File: src/rtl/score_disp_pkg.sv
// Shared definitions for the score display: segment encoding, blank pattern
// and the conversion FSM state type.
package score_disp_pkg;

   // All segments off (active-low).
   localparam logic [6:0] SEG_BLANK = 7'h7F;

   typedef enum logic [1:0] {
      ST_IDLE   = 2'd0,
      ST_SHIFT  = 2'd1,
      ST_COMMIT = 2'd2
   } conv_state_e;

   // BCD digit to active-low segments {g,f,e,d,c,b,a}; non-decimal codes blank.
   function automatic logic [6:0] seg7(input logic [3:0] d);
      logic [6:0] s;
      case (d)
         4'd0:    s = 7'h40;
         4'd1:    s = 7'h79;
         4'd2:    s = 7'h24;
         4'd3:    s = 7'h30;
         4'd4:    s = 7'h19;
         4'd5:    s = 7'h12;
         4'd6:    s = 7'h02;
         4'd7:    s = 7'h78;
         4'd8:    s = 7'h00;
         4'd9:    s = 7'h10;
         default: s = SEG_BLANK;
      endcase
      return s;
   endfunction

endpackage

File: src/rtl/bin2bcd_seq.sv
// Sequential double-dabble: one bit per cycle, VAL_W shift cycles, then a
// one-cycle COMMIT where done_o is high and bcd_o/ovf_o are stable.
module bin2bcd_seq
   import score_disp_pkg::*;
#(
   parameter int VAL_W    = 16,
   parameter int N_DIGITS = 8
) (
   input  logic                  clk_i,
   input  logic                  rst_i,
   input  logic                  start_i,
   input  logic [VAL_W-1:0]      value_i,
   output logic                  busy_o,
   output logic                  done_o,
   output logic [4*N_DIGITS-1:0] bcd_o,
   output logic                  ovf_o
);

   localparam int BCD_W = 4 * N_DIGITS;
   localparam int CNT_W = $clog2(VAL_W + 1);

   conv_state_e      state_q;
   logic [BCD_W-1:0] bcd_q;
   logic [BCD_W-1:0] adj_d;
   logic [VAL_W-1:0] bin_q;
   logic [CNT_W-1:0] cnt_q;
   logic             ovf_q;
   logic             busy_q;
   logic             done_q;

   // Add-3 correction on every nibble that will reach 10 or more after the shift.
   always_comb begin
      adj_d = bcd_q;
      for (int unsigned i = 0; i < N_DIGITS; i++) begin
         if (bcd_q[4*i +: 4] >= 4'd5) adj_d[4*i +: 4] = bcd_q[4*i +: 4] + 4'd3;
      end
   end

   // Conversion FSM; a 1 leaving the top nibble means the value needs more digits.
   always_ff @(posedge clk_i) begin
      if (rst_i) begin
         state_q <= ST_IDLE;
         bcd_q   <= '0;
         bin_q   <= '0;
         cnt_q   <= '0;
         ovf_q   <= 1'b0;
         busy_q  <= 1'b0;
         done_q  <= 1'b0;
      end else begin
         case (state_q)
            ST_IDLE: begin
               if (start_i) begin
                  bin_q   <= value_i;
                  bcd_q   <= '0;
                  cnt_q   <= CNT_W'(VAL_W);
                  ovf_q   <= 1'b0;
                  busy_q  <= 1'b1;
                  state_q <= ST_SHIFT;
               end
            end
            ST_SHIFT: begin
               bcd_q <= {adj_d[BCD_W-2:0], bin_q[VAL_W-1]};
               bin_q <= {bin_q[VAL_W-2:0], 1'b0};
               ovf_q <= ovf_q | adj_d[BCD_W-1];
               cnt_q <= cnt_q - CNT_W'(1);
               if (cnt_q == CNT_W'(1)) begin
                  busy_q  <= 1'b0;
                  done_q  <= 1'b1;
                  state_q <= ST_COMMIT;
               end
            end
            ST_COMMIT: begin
               done_q  <= 1'b0;
               state_q <= ST_IDLE;
            end
            default: begin
               busy_q  <= 1'b0;
               done_q  <= 1'b0;
               state_q <= ST_IDLE;
            end
         endcase
      end
   end

   assign busy_o = busy_q;
   assign done_o = done_q;
   assign bcd_o  = bcd_q;
   assign ovf_o  = ovf_q;

endmodule

File: src/rtl/score_display_mux.sv
// Score display driver: binary load -> BCD conversion -> committed display
// register -> time-multiplexed 7-segment scan with blanking and blink.
module score_display_mux
   import score_disp_pkg::*;
#(
   parameter int N_DIGITS    = 8,
   parameter int VAL_W       = 16,
   parameter int SCAN_DIV    = 100000,
   parameter int BLINK_SCANS = 250
) (
   input  logic                I_clk_100M,
   input  logic                I_rst,
   input  logic [VAL_W-1:0]    I_value,
   input  logic                I_load,
   input  logic                I_blank_lz,
   input  logic                I_blink,
   output logic [N_DIGITS-1:0] O_shift,
   output logic [6:0]          O_data,
   output logic                O_busy,
   output logic                O_ovf
);

   localparam int BCD_W = 4 * N_DIGITS;
   localparam int PRE_W = (SCAN_DIV > 1)    ? $clog2(SCAN_DIV)    : 1;
   localparam int IDX_W = (N_DIGITS > 1)    ? $clog2(N_DIGITS)    : 1;
   localparam int FRM_W = (BLINK_SCANS > 1) ? $clog2(BLINK_SCANS) : 1;

   logic                conv_busy;
   logic                conv_done;
   logic                conv_ovf;
   logic [BCD_W-1:0]    conv_bcd;
   logic                conv_idle;
   logic                conv_start;
   logic [VAL_W-1:0]    conv_val;

   logic                pend_q;
   logic [VAL_W-1:0]    pend_val_q;
   logic [BCD_W-1:0]    disp_q;
   logic                ovf_q;
   logic [PRE_W-1:0]    pre_q;
   logic [IDX_W-1:0]    idx_q;
   logic [FRM_W-1:0]    frm_q;
   logic                phase_off_q;
   logic [N_DIGITS-1:0] shift_q;
   logic [6:0]          data_q;

   logic [3:0]          cur_nib;
   logic                upper_nz;
   logic                blank_d;
   logic [N_DIGITS-1:0] shift_d;
   logic [6:0]          data_d;

   // The converter is free only outside SHIFT and COMMIT; a pending value wins
   // the start slot over a fresh load, which then becomes the new pending value.
   assign conv_idle  = !conv_busy && !conv_done;
   assign conv_start = conv_idle && (pend_q || I_load);
   assign conv_val   = pend_q ? pend_val_q : I_value;

   bin2bcd_seq #(
      .VAL_W    (VAL_W),
      .N_DIGITS (N_DIGITS)
   ) u_conv (
      .clk_i   (I_clk_100M),
      .rst_i   (I_rst),
      .start_i (conv_start),
      .value_i (conv_val),
      .busy_o  (conv_busy),
      .done_o  (conv_done),
      .bcd_o   (conv_bcd),
      .ovf_o   (conv_ovf)
   );

   // Single-entry pending slot: latest load while busy replaces any earlier one.
   always_ff @(posedge I_clk_100M) begin
      if (I_rst) begin
         pend_q     <= 1'b0;
         pend_val_q <= '0;
      end else if (I_load && (!conv_idle || pend_q)) begin
         pend_q     <= 1'b1;
         pend_val_q <= I_value;
      end else if (conv_start) begin
         pend_q     <= 1'b0;
      end
   end

   // Display register changes only on COMMIT; overflow saturates to all nines.
   always_ff @(posedge I_clk_100M) begin
      if (I_rst) begin
         disp_q <= '0;
         ovf_q  <= 1'b0;
      end else if (conv_done) begin
         disp_q <= conv_ovf ? {N_DIGITS{4'h9}} : conv_bcd;
         ovf_q  <= conv_ovf;
      end
   end

   // Prescaler -> digit index -> frame counter -> blink phase.
   always_ff @(posedge I_clk_100M) begin
      if (I_rst) begin
         pre_q       <= '0;
         idx_q       <= '0;
         frm_q       <= '0;
         phase_off_q <= 1'b0;
      end else if (pre_q == PRE_W'(SCAN_DIV - 1)) begin
         pre_q <= '0;
         if (idx_q == IDX_W'(N_DIGITS - 1)) begin
            idx_q <= '0;
            if (frm_q == FRM_W'(BLINK_SCANS - 1)) begin
               frm_q       <= '0;
               phase_off_q <= !phase_off_q;
            end else begin
               frm_q <= frm_q + FRM_W'(1);
            end
         end else begin
            idx_q <= idx_q + IDX_W'(1);
         end
      end else begin
         pre_q <= pre_q + PRE_W'(1);
      end
   end

   // Current digit, leading-zero test over it and all higher digits, and enables.
   always_comb begin
      cur_nib  = '0;
      upper_nz = 1'b0;
      for (int unsigned i = 0; i < N_DIGITS; i++) begin
         if (IDX_W'(i) == idx_q) cur_nib = disp_q[4*i +: 4];
         if ((IDX_W'(i) >= idx_q) && (disp_q[4*i +: 4] != 4'd0)) upper_nz = 1'b1;
      end
      blank_d = I_blank_lz && (idx_q != '0) && !upper_nz;
      shift_d = (I_blink && phase_off_q) ? '1 : ~(N_DIGITS'(1) << idx_q);
      data_d  = blank_d ? SEG_BLANK : seg7(cur_nib);
   end

   // Registered pin drivers.
   always_ff @(posedge I_clk_100M) begin
      if (I_rst) begin
         shift_q <= '1;
         data_q  <= SEG_BLANK;
      end else begin
         shift_q <= shift_d;
         data_q  <= data_d;
      end
   end

   assign O_shift = shift_q;
   assign O_data  = data_q;
   assign O_busy  = conv_busy;
   assign O_ovf   = ovf_q;

endmodule
File: config.mk
export PLATFORM = sky130hd
export DESIGN_NAME = score_display_mux
export DESIGN_NICKNAME = d
export VERILOG_FILES = /design/src/rtl/score_disp_pkg.sv /design/src/rtl/bin2bcd_seq.sv /design/src/rtl/score_display_mux.sv
export SDC_FILE = /design/constraint.sdc
export NUM_CORES = 1
export LEC_CHECK = 0
export BUFFER_PORTS_ARGS = -buffer_cell sky130_fd_sc_hd__buf_4
export CORE_MARGIN = 4
export CORE_UTILIZATION = 40
export DETAILED_ROUTE_END_ITERATION = 8
export PLACE_DENSITY = 0.54
export SYNTH_ARGS = -nofsm -noshare
export SYNTH_HDL_FRONTEND = slang
export SYNTH_SLANG_ARGS = --single-unit
File: constraint.sdc
create_clock -name I_clk_100M -period 3.11 [get_ports I_clk_100M]
set_clock_uncertainty 0.15 [all_clocks]
set_input_delay 0.622 -clock I_clk_100M [delete_from_list [all_inputs] [get_ports I_clk_100M]]
set_output_delay 0.622 -clock I_clk_100M [all_outputs]
set_load 0.03 [all_outputs]
==> results of run 1 <==
==> cells in the final DEF (no fill, tap or decap), types with 24 or more instances in the layout <==
master,instances
buf_4,52
o21ai_0,43
ha_1,28
inv_1,27
a21oi_1,70
nand2b_1,29
dfxtp_1,151
nor2_1,118
nand2_1,73
nor3_1,24
==> stage by stage <==
stage | util (%) | hold slack (ns) | cell area (um2)
2_1_floorplan | - | 0.2630 | 7226
3_3_place_gp | 44.14 | 0.2758 | 7714
3_5_place_dp | 44.14 | 0.2814 | 7714
4_1_cts | 47.59 | 0.2811 | 8318
5_1_grt | 47.59 | 0.2901 | 8318
6_report | 47.59 | 0.2910 | 8318
==> worst register-to-register path, cell delays in order (launching register included) <==
cell and delay (ns):
dfxtp_1 0.57, inv_1 0.16, ha_1 0.23, nor2b_4 0.14, a311o_1 0.40, a2111oi_4 0.37, nor2_2 0.12, ha_1 0.20
nor3_1 0.23, o21ai_0 0.13
==> layer usage <==
metal  vias to the layer above  GRT usage (%)
li1                       3019              -
met4                         0          6.603
met5                         -              0
met2                       122          25.86
met3                        25          4.066
met1                      2797          22.81
==> sequential cells by signal (all words and copies together) (netlist names), 5 cells and up <==
| name | cells |
|---|---|
| pre_q | 17 |
| pend_val_q | 16 |
| O_shift | 8 |
| u_conv.bcd_o | 32 |
| u_conv.bin_q | 16 |
| disp_q | 32 |
| O_data | 7 |
| u_conv.cnt_q | 5 |
| frm_q | 8 |
==> report_power, final <==
group,leakage (nW),total (mW),internal [mW],switching [mW]
registers,1.23,2.10,2.04,0.0643
logic,1.45,0.589,0.222,0.367
clock network,0.282,2.12,1.27,0.845
total,2.96,4.81,3.54,1.28
==> layout make-up <==
cell class	count	share of cell area (%)
Clock inverter	13	2.061
Timing Repair Buffer	53	4.934
Tap cell	225	3.384
Inverter	27	1.218
Multi-Input combinational cell	616	46.60
Clock buffer	19	5.205
Sequential cell	152	36.60
==> how the worst max path moves through the flow <==
stage / start / to / slack (ns) / depth (start not counted)
2_1_floorplan: idx_q[0]$_SDFFE_PP0N_ / O_data[5]$_SDFF_PP1_ / 0.49 / 11
3_3_place_gp: idx_q[1]$_SDFFE_PP0N_ / O_data[5]$_SDFF_PP1_ / 0.36 / 9
3_5_place_dp: idx_q[1]$_SDFFE_PP0N_ / O_data[5]$_SDFF_PP1_ / 0.28 / 9
4_1_cts: idx_q[1]$_SDFFE_PP0N_ / O_data[5]$_SDFF_PP1_ / 0.27 / 9
5_1_grt: idx_q[1]$_SDFFE_PP0N_ / O_data[5]$_SDFF_PP1_ / 0.02 / 9
6_report: idx_q[1]$_SDFFE_PP0N_ / O_data[5]$_SDFF_PP1_ / 0.27 / 9
==> cell families (layout without fill, tap and decap cells) <==
family / count (synthesis) / count (layout) / synth area share [%]
DFF: 152 / 152 / 42.11
AOI/OAI and AO/OA: 197 / 197 / 17.97
and+or+nand+nor: 335 / 335 / 23.36
adders and majority gates: 28 / 28 / 4.849
muxes: 17 / 17 / 2.632
xor gates and xnor gates: 39 / 39 / 4.727
buffers and inverters: 77 / 112 / 4.346
==> impl_results.md, run 1 <==
- Clk buf depth: 2
- Die Ht: 142.4 um
- Min Tclk post-route: ~2.8 ns
- Register area: between 0.003 and 0.004 mm2
- Vias in the first global route: 5,667
- Crit path launch type: flop
- Largest net degree at the start of global routing: 68
- All-layer global routing usage: 16.82%
- CP top delay family: compound AO/OA/AOI/OAI gates
- Class of the worst hold path: flop to flop
- Area delta synth->final: 15.12%
- Max Used Layer: met4
- Final Cycle Share: around 91%
- Post-CTS Resized: 0
- Worst R2R Setup Slack: about 0.27 ns
- Vias/cell: around 5.4
- Critical register-to-register path startpoint: idx_q[1]$_SDFFE_PP0N_
- WL met1: between 8000 and 9000 um
- Worst-Margin Slew: around 1 ns
- Top-area cell type share of the netlist area: between 40% and 50%
- CP dominant cell by count: ha_1
- Setup repair bufs after CTS: 0
- Placed instance count: approximately 1,100
- Leakage: 2.964 nW
- Starting Density: about two fifths
- Sum Neg Setup Slack: 0 ns
- Sequential share of the synthesized area: 42.11%
- Register-to-Register Path Depth: 9
- Final HPWL DP: ~11,000 um
- Clk sinks: approximately 150
- Final antenna-violating net count: 0
- CTS Buf Count: 17
- Metal3 WL: about 640 um
- Synth top cells by count: dfxtp_1, nor2_1, nand2_1
- Synth warn: 0
- N_diodes: 0
- Fin. max-slew vios: 0
- Worst-path clk slew: approximately 0.07 ns
- CP cell instances: inv_1, ha_1, nor2b_4, a311o_1, a2111oi_4, nor2_2, ha_1, nor3_1, o21ai_0
- Min-Delay Path Depth: 1
- Synth area leaders: dfxtp_1, nor2_1, a21oi_1
- Post-synth EDFFs: 0
- Most instantiated library cell after synthesis: dfxtp_1
- Vias: 5,963
- Fill count: 1,707
- PortBufs: 37
- Initial antenna violation count: 0
- Tot Pwr: ~4.8 mW
- Share of flip-flops with an asynchronous set or reset: 0%
- Worst Path Arrival: around 3.0 ns
- DP Worst Slack: approximately 0.28 ns
- Ports: 38
- RR Endpoint: O_data[5]$_SDFF_PP1_
- FMAX: ~0.35 GHz
- CTS tree: built
- Setup CP Type: flop to flop
- Synth Instances: roughly 850
- Number of max-cap violations: 0
- Pwr dens: 578.5 mW/mm2
- Die width: roughly 140 um
- CP Data Required Time: approximately 3.2 ns
- CP max stage delay: roughly 0.57 ns
- Slew HR: 34.34%
- First-pass GRT wire length: around 28,000 um
- Worst-Skew Late Latency: between 0.4 and 0.5 ns
- Non-filler cells, final: ~1,100
- Total wire length: around 17,000 um
- Multi-input gate area: between 0.003 and 0.004 mm2
- Drt drc: 0
- FF+latch count, synth: around 150
- Synth unique cells: 72
- Std cell rows: 48
- Crit path buf inv count: 1
- Cts hold-fix bufs: 0
- Status: finished clean
- Syn_nets: around 890
- Worst Hold End: pre_q[0]$_SDFF_PP0_
- Pre-Repair DR Iteration Count: 8
- CTS root buf: clkbuf_16
- Largest area contributor in the netlist: dfxtp_1
- Mapped cell area: roughly 0.0072 mm2
- Congestion Overflow GR: 0
- Met2 Wirelength: 7562 um
- Primary FF master, synth: dfxtp_1
- Ratio of cells with drive above 1 in the final layout: 13.64%
- Fin. Hold Viols: 0
- Number of H-tree levels: 4
- Full die area: 0.02028 mm2
- VDD IR max: just under 0.0004 V
- Hold Startpoint: pre_q[0]$_SDFF_PP0_
- Mean post-synth cell area: ~8.6 um2
- Slowest stage cell, crit path: dfxtp_1
- Worst setup margin: between 0.2 and 0.3 ns
- Final setup violation count: 0
- Placer Congestion: between 0.8 and 0.9
- Setup crit end kind: flop
- Core box area: roughly 0.017 mm2
- Post-DR wirelength/cell: ~15 um
- RSZ-0062 raised after global routing: no
- Layout Nets: just over 900
- Worst-path maximum fanout: 14
- DRT iter0 DRCs: 421
No activity file was read; power rests on OpenSTA's default activity.
==> run 2: changes to the inputs <==
Settings changed: ABC_AREA from default to 1, BUFFER_PORTS_ARGS -buffer_cell sky130_fd_sc_hd__buf_4 to -buffer_cell sky130_fd_sc_hd__buf_2, CELL_PAD_IN_SITES_DETAIL_PLACEMENT from default to 1, CELL_PAD_IN_SITES_GLOBAL_PLACEMENT from default to 1, PLACE_DENSITY 0.54 to 0.7.
==> run 2 against run 1 <==
Against the previous run: final cell count grew 17%; fmax grew 11%; clock power grew 5%; core utilization shrank 0.88 points; register-to-register slack gained 0.28 ns; critical endpoint is now O_data[3]$_SDFF_PP1_.
==> impl_results.md, run 2 <==
- Min Tclk post-route: 2.558 ns (was 2.839 ns)
- Starting Density: 40.97% (was 41.34%)
- Fill count: 2,311 (was 1,707)
- Crit path buf inv count: 3 (was 1)
- Setup CP Type: flop to flop (unchanged)
- Util after Layout: 46.72% (was 47.59%)
- Initial antenna violation count: 0 (unchanged)
- Register-to-Register Path Depth: 12 (was 9)
- Slew HR: 38.01% (was 34.34%)
- Pwr dens: 597.4 mW/mm2 (was 578.5 mW/mm2)
- Post-DR wirelength/cell: 14.92 um (was 15.19 um)
- Final HPWL DP: 13,210 um (was 11,490 um)
- First-pass GRT wire length: 32,610 um (was 27,950 um)
- Post-CTS Resized: 0 (unchanged)
- Synth warn: 0 (unchanged)
- Status: finished clean (unchanged)
- Vias in the first global route: 6,641 (was 5,667)
- DRT iter0 DRCs: 208 (was 421)
- Crit path launch: idx_q[1]$_SDFFE_PP0N_ (unchanged)
- Leading cell type in the layout, fill and taps excluded: nand2_1 (was dfxtp_1)
- VDD IR max: 0.0004051 V (was 0.0003868 V)
- Clk sinks: 152 (unchanged)
- Setup crit end: O_data[3]$_SDFF_PP1_ (was O_data[5]$_SDFF_PP1_)
- Core box area: 0.01809 mm2 (was 0.01748 mm2)
- Clk buf depth: 2 (unchanged)
- Pre-Repair DR Iteration Count: 4 (was 8)
- Worst Path Arrival: 2.72 ns (was 2.97 ns)
- Final setup violation count: 0 (unchanged)
- Syn_nets: 1,071 (was 894)
- Vias/cell: 5.155 (was 5.396)
- CTS root buf: clkbuf_16 (unchanged)
- N_diodes: 0 (unchanged)
- CP max stage delay: 0.51 ns (was 0.57 ns)
- Mean post-synth cell area: 7.250 um2 (was 8.551 um2)
- Ratio of cells with drive above 1 in the final layout: 12.10% (was 13.64%)
- Final Cycle Share: 82.24% (was 91.29%)
- Commonest cells after routing, fill and taps aside: nand2_1, dfxtp_1, inv_1 (was dfxtp_1, nor2_1, nand2_1)
- Sequential share of the synthesized area: 41.07% (was 42.11%)
- CP dominant cell by count: nand2_1 (was ha_1)
- Fin. Hold Viols: 0 (unchanged)
- FF+latch count, synth: 152 (unchanged)
- Area delta synth->final: 14.03% (was 15.12%)
- CP top delay family: adder cells (was compound AO/OA/AOI/OAI gates)
- Setup crit end kind: flop (unchanged)
- Number of H-tree levels: 4 (unchanged)
- Layout Nets: 1,103 (was 916)
- PortBufs: 37 (unchanged)
- Critical register-to-register path startpoint: idx_q[1]$_SDFFE_PP0N_ (unchanged)
- Synth Instances: 1,022 (was 845)
- Synth top cells by count: nand2_1, dfxtp_1, inv_1 (was dfxtp_1, nor2_1, nand2_1)
- Crit path launch type: flop (unchanged)
- Number of max-cap violations: 0 (unchanged)
- Hold Startpoint: I_value[9] (was pre_q[0]$_SDFF_PP0_)
- Setup repair bufs after CTS: 0 (unchanged)
- Worst R2R Setup Slack: 0.55 ns (was 0.27 ns)
- Minimum hold slack: 0.2713 ns (was 0.2910 ns)
- Worst-path maximum fanout: 8 (was 14)
- CP cell instances: ha_1, ha_1, inv_1, or2_2, nand2_2, inv_1, ha_1, inv_1, nand2_1, nand2_1, nand2_1, nand2_1 (was inv_1, ha_1, nor2b_4, a311o_1, a2111oi_4, nor2_2, ha_1, nor3_1, o21ai_0)
- Vias: 6,676 (was 5,963)
- Worst-Skew Late Latency: 0.43 ns (was 0.42 ns)
- Placer Congestion: 0.7683 (was 0.8219)
- Fin. max-slew vios: 0 (unchanged)
- Primary FF master, synth: dfxtp_1 (unchanged)
- Slowest stage cell, crit path: dfxtp_1 (unchanged)
- CTS tree: built (unchanged)
- FMAX: 0.3910 GHz (was 0.3522 GHz)
- Final antenna-violating net count: 0 (unchanged)
- Leakage: 3.275 nW (was 2.964 nW)
- All-layer global routing usage: 19.42% (was 16.82%)
- Die width: 144.1 um (was 142.4 um)
- Total wire length: 19,320 um (was 16,780 um)
- Full die area: 0.02076 mm2 (was 0.02028 mm2)
- Ports: 38 (unchanged)
- Post-DP Area: 0.007823 mm2 (was 0.007714 mm2)
- Synth area leaders: dfxtp_1, nand2_1, inv_1 (was dfxtp_1, nor2_1, a21oi_1)
- Post-synth EDFFs: 0 (unchanged)
- CP Data Required Time: 3.28 ns (was 3.24 ns)
- Most instantiated library cell after synthesis: nand2_1 (was dfxtp_1)
- Tot Pwr: 5.047 mW (was 4.812 mW)
- Synth unique cells: 43 (was 72)
- Worst-Margin Slew: 0.9285 ns (was 0.9835 ns)
- Worst-path clk slew: 0.06 ns (was 0.07 ns)
- Largest area contributor in the netlist: dfxtp_1 (unchanged)
- Class of the worst hold path: input pin to flop (was flop to flop)
- CTS Buf Count: 17 (unchanged)
- RR Endpoint: O_data[3]$_SDFF_PP1_ (was O_data[5]$_SDFF_PP1_)
- Largest net degree at the start of global routing: 78 (was 68)
- Mapped cell area: 0.007410 mm2 (was 0.007226 mm2)
- Crit. path cell count: 12 (was 9)
- Final Cell Area: 0.008449 mm2 (was 0.008318 mm2)
- Share of flip-flops with an asynchronous set or reset: 0% (unchanged)
- Cts hold-fix bufs: 0 (unchanged)
- Sum Neg Setup Slack: 0 ns (unchanged)
- Drt drc: 0 (unchanged)
- Top-area cell type share of the netlist area: 41.07% (was 42.11%)
- Congestion Overflow GR: 0 (unchanged)
- RSZ-0062 raised after global routing: no (unchanged)
- Std cell rows: 49 (was 48)
- Die Ht: 144.1 um (was 142.4 um)
run 2: changes by cell type in the layout (fill, tap and decap cells not counted), moves of 16 or more:
cell / delta
a22oi_1: -18
buf_4: -40
xnor2_1: -20
a21oi_1: +25
nor2_1: -35
buf_2: +37
inv_1: +104
nand3_1: +36
mux2_2: -16
nand2_1: +135
nand2b_1: -29
o21ai_0: +31
run 2: tightest hold or removal path, stage by stage:
cell    delay, ns
buf_2        0.08
nor2_1       0.04
nor2_1       0.08
run 2: through the flow:
| step | setup WS (ns) | cells |
|---|---|---|
| floorplan | 0.8140 | 1022 |
| global route | 0.2899 | 1295 |
| CTS | 0.5266 | 1295 |
| detailed placement | 0.5379 | 1264 |
| finish | 0.5524 | 1295 |
| global placement | 0.6045 | 1264 |
run 2: how the worst min path moves through the flow:
stage                                  end  slack [ns]  cells after the start
5_1_grt        pend_val_q[14]$_SDFFE_PP0P_        0.29                      3
3_5_place_dp   pend_val_q[15]$_SDFFE_PP0P_        0.30                      2
4_1_cts         pend_val_q[9]$_SDFFE_PP0P_        0.26                      3
6_report        pend_val_q[9]$_SDFFE_PP0P_        0.27                      3
2_1_floorplan  pend_val_q[15]$_SDFFE_PP0P_        0.27                      2
3_3_place_gp   pend_val_q[15]$_SDFFE_PP0P_        0.29                      2
run 2: metal layers:
layer	vias to the layer above	track usage [%]	wire, um	share of wire [%]
met5	-	0	0	0
met4	0	5.055	221	1.1
met3	18	3.770	560	2.9
met2	70	32.75	9012	47
met1	3169	25.53	9522	49
li1	3419	-	-	-
run 2: cell type report:
| type | count | area, um2 | share of cell area [%] |
|---|---|---|---|
| multi-input cells | 694 | 3664 | 43.36 |
| flip-flops and latches | 152 | 3043 | 36.01 |
| inverters | 139 | 534.3 | 6.323 |
| clock buffers | 20 | 456.7 | 5.405 |
| repair buffers | 50 | 295.3 | 3.495 |
| well taps | 229 | 286.5 | 3.391 |
| clock inverters | 11 | 170.2 | 2.014 |
run 2: report_power, final:
| part | switching [mW] | internal (mW) | total (mW) |
|---|---|---|---|
| clock network | 0.838 | 1.38 | 2.22 |
| logic | 0.478 | 0.206 | 0.683 |
| registers | 0.0685 | 2.08 | 2.14 |
run 2: cells by family after synthesis:
| group | count (synthesis) | share of synthesized area, % |
|---|---|---|
| simple gates | 426 | 25.65 |
| compound gates | 225 | 17.26 |
| buf+inv | 176 | 9.524 |
| flops | 152 | 41.07 |
| fa+ha+maj | 28 | 4.728 |
| xor+xnor | 15 | 1.773 |
